$ cat config.mk
export PLATFORM = sky130hd
export DESIGN_NAME = hazard_forward_ctrl_flat
export DESIGN_NICKNAME = d
export VERILOG_FILES = /design/src/rtl/hazard_forward_ctrl_if.sv /design/src/rtl/hazard_forward_ctrl.sv /design/src/flat_wrapper.sv
export SDC_FILE = /design/constraint.sdc
export NUM_CORES = 1
export LEC_CHECK = 0
export ABC_AREA = 0
export CORE_ASPECT_RATIO = 0.5
export CORE_MARGIN = 5
export CORE_UTILIZATION = 40
export CTS_CLUSTER_DIAMETER = 60
export DETAILED_ROUTE_END_ITERATION = 10
export PLACE_DENSITY = 0.74
export SETUP_SLACK_MARGIN = 0.02
export SLEW_MARGIN = 20
export SYNTH_ARGS = -nofsm -noshare
export SYNTH_HDL_FRONTEND = slang
export SYNTH_SLANG_ARGS = --single-unit
$ cat constraint.sdc
create_clock -name clk -period 2.2 [get_ports clk]
set_clock_uncertainty 0.05 [all_clocks]
set_input_delay 0.22 -clock clk [delete_from_list [all_inputs] [get_ports clk]]
set_output_delay 0.22 -clock clk [all_outputs]
set_load 0.01 [all_outputs]
$ cat src/rtl/hazard_forward_ctrl_if.sv
// hazard_forward_ctrl_if: pipeline-register fields in, forwarding selects / enables / flushes / counters out.
// master: datapath side (drives pipeline fields, reads controls); slave: hazard controller.
interface hazard_forward_ctrl_if #(
    parameter int REG_W = 5,
    parameter int CNT_W = 16
);
    logic [REG_W-1:0] id_rs, id_rt, ex_rs, ex_rt, ex_dest, mem_dest, wb_dest;
    logic             id_uses_rt, ex_regwrite, ex_memread;
    logic             mem_regwrite, mem_access, mem_ready, mem_br_taken, wb_regwrite;
    logic [1:0]       fwd_a, fwd_b;
    logic             pc_en, ifid_en, idex_en, exmem_en, memwb_en;
    logic             ifid_flush, idex_flush, exmem_flush;
    logic [CNT_W-1:0] stall_cnt, flush_cnt;
    logic             wait_err;

    modport master (
        output id_rs, id_rt, id_uses_rt, ex_rs, ex_rt, ex_dest, ex_regwrite, ex_memread,
               mem_dest, mem_regwrite, mem_access, mem_ready, mem_br_taken, wb_dest, wb_regwrite,
        input  fwd_a, fwd_b, pc_en, ifid_en, idex_en, exmem_en, memwb_en,
               ifid_flush, idex_flush, exmem_flush, stall_cnt, flush_cnt, wait_err
    );
    modport slave (
        input  id_rs, id_rt, id_uses_rt, ex_rs, ex_rt, ex_dest, ex_regwrite, ex_memread,
               mem_dest, mem_regwrite, mem_access, mem_ready, mem_br_taken, wb_dest, wb_regwrite,
        output fwd_a, fwd_b, pc_en, ifid_en, idex_en, exmem_en, memwb_en,
               ifid_flush, idex_flush, exmem_flush, stall_cnt, flush_cnt, wait_err
    );
endinterface

$ cat src/rtl/hazard_forward_ctrl.sv
// hazard_forward_ctrl: operand forwarding, load-use stall, branch flush and data-memory wait freeze.
// Ports: clk, rst_n (async active-low), bus (hazard_forward_ctrl_if.slave).
// Macro HAZ_FORWARD_EN enables forwarding; without it forwarding is 00 and any EX/MEM RAW stalls.
module hazard_forward_ctrl #(
    parameter int          REG_W    = 5,
    parameter int          CNT_W    = 16,
    parameter int unsigned WAIT_MAX = 255
) (
    input logic                 clk,
    input logic                 rst_n,
    hazard_forward_ctrl_if.slave bus
);
    typedef enum logic {RUN, MEMWAIT} state_t;

    state_t           state_q, state_d;
    logic [15:0]      wait_q, wait_d;
    logic [CNT_W-1:0] stall_q, stall_d, flush_q, flush_d;
    logic             err_q, err_d;
    logic             lu, freeze, br, hold;
    logic [1:0]       fa, fb;

    function automatic logic hit(input logic we, input logic [REG_W-1:0] d, input logic [REG_W-1:0] r);
        return we && d != '0 && d == r;
    endfunction

    function automatic logic src_hit(input logic we, input logic [REG_W-1:0] d);
        return hit(we, d, bus.id_rs) || (bus.id_uses_rt && hit(we, d, bus.id_rt));
    endfunction

`ifdef HAZ_FORWARD_EN
    function automatic logic [1:0] fwd(input logic [REG_W-1:0] r);
        return hit(bus.mem_regwrite, bus.mem_dest, r) ? 2'b10 :
               hit(bus.wb_regwrite, bus.wb_dest, r)   ? 2'b01 : 2'b00;
    endfunction
    assign fa = fwd(bus.ex_rs);
    assign fb = fwd(bus.ex_rt);
    assign lu = src_hit(bus.ex_memread, bus.ex_dest);
`else
    // WB results are written in the first half-cycle, so only EX/MEM producers stall
    assign fa = 2'b00;
    assign fb = 2'b00;
    assign lu = src_hit(bus.ex_regwrite, bus.ex_dest) || src_hit(bus.mem_regwrite, bus.mem_dest);
`endif

    always_comb begin
        // in MEMWAIT only mem_ready matters; the release cycle falls through to branch/lu handling
        freeze  = (state_q == RUN) ? (bus.mem_access && !bus.mem_ready) : !bus.mem_ready;
        br      = !freeze && bus.mem_br_taken;
        hold    = freeze || (!bus.mem_br_taken && lu);
        state_d = freeze ? MEMWAIT : RUN;
        wait_d  = (freeze && state_q == MEMWAIT) ? ((wait_q == 16'hFFFF) ? wait_q : wait_q + 16'd1) : 16'd0;
        err_d   = err_q || (wait_d == 16'(WAIT_MAX));
        stall_d = (hold && stall_q != '1) ? stall_q + 1'b1 : stall_q;
        flush_d = (br && flush_q != '1) ? flush_q + 1'b1 : flush_q;
    end

    always_ff @(posedge clk or negedge rst_n) begin
        if (!rst_n) begin
            state_q <= RUN;
            wait_q  <= '0;
            stall_q <= '0;
            flush_q <= '0;
            err_q   <= 1'b0;
        end else begin
            state_q <= state_d;
            wait_q  <= wait_d;
            stall_q <= stall_d;
            flush_q <= flush_d;
            err_q   <= err_d;
        end
    end

    // reset forces a free-running pipeline without waiting for a clock edge
    assign bus.fwd_a       = rst_n ? fa : 2'b00;
    assign bus.fwd_b       = rst_n ? fb : 2'b00;
    assign bus.pc_en       = !rst_n || !hold;
    assign bus.ifid_en     = !rst_n || !hold;
    assign bus.idex_en     = !rst_n || !freeze;
    assign bus.exmem_en    = !rst_n || !freeze;
    assign bus.memwb_en    = !rst_n || !freeze;
    assign bus.ifid_flush  = rst_n && br;
    assign bus.exmem_flush = rst_n && br;
    assign bus.idex_flush  = rst_n && !freeze && (bus.mem_br_taken || lu);
    assign bus.stall_cnt   = stall_q;
    assign bus.flush_cnt   = flush_q;
    assign bus.wait_err    = err_q;
endmodule
$ cat src/flat_wrapper.sv
// flat-port wrapper written by rule: the top's interface ports become plain ports
module hazard_forward_ctrl_flat 
#(
    parameter int          REG_W    = 5,
    parameter int          CNT_W    = 16,
    parameter int unsigned WAIT_MAX = 255
)
  (clk, rst_n, bus_id_rs, bus_id_rt, bus_id_uses_rt, bus_ex_rs, bus_ex_rt, bus_ex_dest, bus_ex_regwrite, bus_ex_memread, bus_mem_dest, bus_mem_regwrite, bus_mem_access, bus_mem_ready, bus_mem_br_taken, bus_wb_dest, bus_wb_regwrite, bus_fwd_a, bus_fwd_b, bus_pc_en, bus_ifid_en, bus_idex_en, bus_exmem_en, bus_memwb_en, bus_ifid_flush, bus_idex_flush, bus_exmem_flush, bus_stall_cnt, bus_flush_cnt, bus_wait_err);
  hazard_forward_ctrl_if #(.REG_W(REG_W), .CNT_W(CNT_W)) bus_i ();
  input logic clk;
  input logic rst_n;
  input wire logic [$bits(bus_i.id_rs)-1:0] bus_id_rs;
  input wire logic [$bits(bus_i.id_rt)-1:0] bus_id_rt;
  input wire logic [$bits(bus_i.id_uses_rt)-1:0] bus_id_uses_rt;
  input wire logic [$bits(bus_i.ex_rs)-1:0] bus_ex_rs;
  input wire logic [$bits(bus_i.ex_rt)-1:0] bus_ex_rt;
  input wire logic [$bits(bus_i.ex_dest)-1:0] bus_ex_dest;
  input wire logic [$bits(bus_i.ex_regwrite)-1:0] bus_ex_regwrite;
  input wire logic [$bits(bus_i.ex_memread)-1:0] bus_ex_memread;
  input wire logic [$bits(bus_i.mem_dest)-1:0] bus_mem_dest;
  input wire logic [$bits(bus_i.mem_regwrite)-1:0] bus_mem_regwrite;
  input wire logic [$bits(bus_i.mem_access)-1:0] bus_mem_access;
  input wire logic [$bits(bus_i.mem_ready)-1:0] bus_mem_ready;
  input wire logic [$bits(bus_i.mem_br_taken)-1:0] bus_mem_br_taken;
  input wire logic [$bits(bus_i.wb_dest)-1:0] bus_wb_dest;
  input wire logic [$bits(bus_i.wb_regwrite)-1:0] bus_wb_regwrite;
  output wire logic [$bits(bus_i.fwd_a)-1:0] bus_fwd_a;
  output wire logic [$bits(bus_i.fwd_b)-1:0] bus_fwd_b;
  output wire logic [$bits(bus_i.pc_en)-1:0] bus_pc_en;
  output wire logic [$bits(bus_i.ifid_en)-1:0] bus_ifid_en;
  output wire logic [$bits(bus_i.idex_en)-1:0] bus_idex_en;
  output wire logic [$bits(bus_i.exmem_en)-1:0] bus_exmem_en;
  output wire logic [$bits(bus_i.memwb_en)-1:0] bus_memwb_en;
  output wire logic [$bits(bus_i.ifid_flush)-1:0] bus_ifid_flush;
  output wire logic [$bits(bus_i.idex_flush)-1:0] bus_idex_flush;
  output wire logic [$bits(bus_i.exmem_flush)-1:0] bus_exmem_flush;
  output wire logic [$bits(bus_i.stall_cnt)-1:0] bus_stall_cnt;
  output wire logic [$bits(bus_i.flush_cnt)-1:0] bus_flush_cnt;
  output wire logic [$bits(bus_i.wait_err)-1:0] bus_wait_err;
  assign bus_i.id_rs = bus_id_rs;
  assign bus_i.id_rt = bus_id_rt;
  assign bus_i.id_uses_rt = bus_id_uses_rt;
  assign bus_i.ex_rs = bus_ex_rs;
  assign bus_i.ex_rt = bus_ex_rt;
  assign bus_i.ex_dest = bus_ex_dest;
  assign bus_i.ex_regwrite = bus_ex_regwrite;
  assign bus_i.ex_memread = bus_ex_memread;
  assign bus_i.mem_dest = bus_mem_dest;
  assign bus_i.mem_regwrite = bus_mem_regwrite;
  assign bus_i.mem_access = bus_mem_access;
  assign bus_i.mem_ready = bus_mem_ready;
  assign bus_i.mem_br_taken = bus_mem_br_taken;
  assign bus_i.wb_dest = bus_wb_dest;
  assign bus_i.wb_regwrite = bus_wb_regwrite;
  assign bus_fwd_a = bus_i.fwd_a;
  assign bus_fwd_b = bus_i.fwd_b;
  assign bus_pc_en = bus_i.pc_en;
  assign bus_ifid_en = bus_i.ifid_en;
  assign bus_idex_en = bus_i.idex_en;
  assign bus_exmem_en = bus_i.exmem_en;
  assign bus_memwb_en = bus_i.memwb_en;
  assign bus_ifid_flush = bus_i.ifid_flush;
  assign bus_idex_flush = bus_i.idex_flush;
  assign bus_exmem_flush = bus_i.exmem_flush;
  assign bus_stall_cnt = bus_i.stall_cnt;
  assign bus_flush_cnt = bus_i.flush_cnt;
  assign bus_wait_err = bus_i.wait_err;
  hazard_forward_ctrl #(.REG_W(REG_W), .CNT_W(CNT_W), .WAIT_MAX(WAIT_MAX)) u_core (.clk(clk), .rst_n(rst_n), .bus(bus_i));
endmodule
==> impl_results.md <==
- Total power: between 2000 and 3000 uW
- DR DRC count: 0
- Post-synthesis cell type count: 48
- Vias in the first global route: about 2600
- Total leakage power: 0.001772 uW
- Die H: approximately 70 um
- F_max: 465.0 MHz
- Nets: 452
- Worst path cell trace: ha_2 -> nand4_1 -> nor4_2 -> buf_4 -> buf_6 -> buf_6 -> nor3b_4 -> a31oi_4 -> nor4_2 -> buf_4 -> a41o_1
- Critical Path RT: ~2.4 ns
- Power Dens Cells: between 600 and 700 nW/um^2
- Synth top area share: 0.4369
- Area delta synth->final: 46.35%
- Largest stage delay, worst path: 0.40 ns
- Top post-synthesis cells by area: dfrtp_1 44%, xnor2_1 14%, nand4_1 4.8%
- Grt ovf: 0
- Slew HR: 0.6266
- Sequential-to-total area share from yosys stat: 0.4369
- Slowest CP cell: dfrtp_1
- Tmin final: approximately 2.2 ns
- Layout filler cell count: 556
- Root buffer cell: clkbuf_16
- #FFs+latches synth: 50
- Ports: 90
- Number of clock sinks: 50
- First-pass GRT wire length: 12140 um
- Post-synthesis instance total: 300
- Sequential power share: 0.419
- # diodes: 0
- Clock Path Buffers: 2
- Cell taking the most area after synthesis: dfrtp_1
- Tot GR Track Use: 0.1610
- DR WL/cell: between 15 and 20 um
- Synth Cell Area: approximately 2900 um^2
- Max cap viols: 0
- Mean post-synth cell area: 9.547 um^2
- Peak supply drop: 529.0 uV
- DPL Wire Length: 5467 um
- TritonCTS buffer count: 5
- Layout cell share with drive strength beyond 1: 0.1975
- Period utilization: 0.9774
- Top-count cell post-synth: dfrtp_1
- Max-slew violations: 0
- Status: finished clean
- Yosys warns: 0
- Core Util, Final: 0.6136
- Worst-skew pair later-pin latency: 0.28 ns
- Post-synth EDFFs: 0
- Routability cong.: 0.8154
- Worst Path Arrival: 2.32 ns
- Clk slew on worst S/H paths: roughly 0.07 ns
- Die width: 129.7 um
- Post-synth ARST share: 1.000
- Starting density of the core: 0.4192
- Critical path's top delay family: simple AND/OR/NAND/NOR gates
- Crit Path Class: reg -> reg
- DR vias: 2555
- Max H-tree Level: 2
- Vias per inst: 5.141
- RSZ-0062 raised after global routing: yes
- NetSw: 798.5 uW
- Combinational power share: 0.298
- Crit path buffers/inverters: 4
- Die area: 9055 um^2
- DR pass1 iterations: 4
- CP Capture Type: flop
- Tightest Pin Transition: 0.5601 ns
- Final Hold Fails: 0
- Net Sw Frac: 0.2912
- Routed Antenna Nets: 0
- DRT iter0 DRCs: approximately 140
- Largest net degree at the start of global routing: 46
- CP startpoint kind: flop
- # setup viols final: 0
- TritonCTS clock tree: built
- Final hold slack: 0.05129 ns
- Synth cell count leaders: 50 x dfrtp_1, 46 x xnor2_1, 36 x nor2_1
- Antenna violations before repair: 0
- HP Class: in -> async
- Routed wire length: 7577 um
- Ys flop type: dfrtp_1
- Clk pwr share: 0.283
- Power Internal: 1944 uW
- Core box area: 6832 um^2
- # rows: 21
- Largest fanout on the critical path: 3
- PortBufs: 68
## metrics by stage
| stage | setup WS, ns | cell area (um^2) | TNS (ns) | std cells |
|---|---|---|---|---|
| floorplan | 0.1048 | 2875 | 0 | 303 |
| global placement | -0.3657 | 3797 | -1.380 | 477 |
| detailed placement | -0.4306 | 3797 | -2.039 | 477 |
| CTS | -0.01335 | 4055 | -0.02319 | 493 |
| global route | -0.1441 | 4192 | -0.1481 | 497 |
| finish | 0.04966 | 4192 | 0 | 497 |
## area by class of cell
class	count	area, um^2	area share
Clock buffer	6	138.9	0.03313
Clock inverter	2	12.51	0.002985
Inverter	7	26.28	0.006269
Multi-Input combinational cell	231	1619	0.3863
Sequential cell	50	1252	0.2988
Tap cell	92	115.1	0.02746
Timing Repair Buffer	109	1027	0.2451
## final timing paths
| kind | start | endpoint | slack [ns] | cells past startpoint |
|---|---|---|---|---|
| worst max-delay path | u_core.wait_q[1] | u_core.bus.wait_err | 0.05 | 11 |
| worst min-delay path | rst_n | u_core.bus.stall_cnt[11] | 0.05 | 2 |
| worst max register to register | u_core.wait_q[1] | u_core.bus.wait_err | 0.05 | 11 |
| worst min register to register | u_core.bus.wait_err | u_core.bus.wait_err | 0.42 | 1 |
| max in group asynchronous | rst_n | u_core.bus.flush_cnt[1] | 1.56 | 2 |
| min in group clk | u_core.bus.wait_err | u_core.bus.wait_err | 0.42 | 1 |
## flip-flops by register name, indices dropped and copies added, names as in the netlist
signal                count
u_core.bus.stall_cnt     16
u_core.bus.wait_err       1
u_core.wait_q            16
u_core.state_q            1
u_core.bus.flush_cnt     16
## cells by family after synthesis
family                   after synthesis  share of synthesized area
XOR/XNOR                              57                     0.1769
buffers and inverters                 22                    0.04369
multiplexers                           5                    0.01878
AO/OA/AOI/OAI                         19                    0.04456
other                                  1                   0.001309
flip-flops                            50                     0.4369
adder cells (fa/ha/maj)                3                    0.01311
AND/OR/NAND/NOR                      143                     0.2647
## cell usage in the layout, fill, tap and decap left out, drive strengths merged, types with 3 or more instances in the layout
| cell | n |
|---|---|
| inv | 7 |
| a21oi | 4 |
| nand3 | 16 |
| xnor2 | 47 |
| and4 | 3 |
| conb | 4 |
| clkdlybuf4s50 | 56 |
| nor3b | 3 |
| nand2 | 30 |
| nand4 | 23 |
| and3 | 8 |
| dlymetal6s2s | 8 |
| xor2 | 10 |
| mux2 | 3 |
| dfrtp | 50 |
| buf | 43 |
| nor2 | 36 |
| nor3 | 7 |
| o21ai | 5 |
| nor4 | 5 |
| clkbuf | 6 |
| ha | 3 |
## layer usage
layer	global-route usage	up-vias	routed length (um)
met1	0.2007	1261	3174
met3	0.02077	4	210
met2	0.2915	50	4122
met4	0.04263	0	70
li1	-	1240	-
met5	0	-	0
## power groups by stage
stage                     registers (uW)  logic (uW)  clock network [uW]
after floorplan                     1210         282                   0
after global placement              1160         779                   0
after detailed placement            1160         803                   0
after CTS                           1150         813                 796
after global routing                1170         891                 827
final                               1150         817                 775
## timing repair
item,4_1_cts,5_1_grt
resized for setup,18,27
hold buffers,1,0
buffers inserted,7,4
gates cloned,0,0
hold endpoints to repair,5,0
pin swaps,6,16
endpoints found under the setup margin,4,14
## worst reg2reg max path: cells and delay by family, from the launching register on
kind | cells | cell delay [ns]
AND/OR/NAND/NOR | 4 | 0.69
flip-flops | 1 | 0.40
adder cells (fa/ha/maj) | 1 | 0.20
AO/OA/AOI/OAI | 2 | 0.21
buffers and inverters | 4 | 0.55
Note: power is estimated with default switching activity, not from simulation.
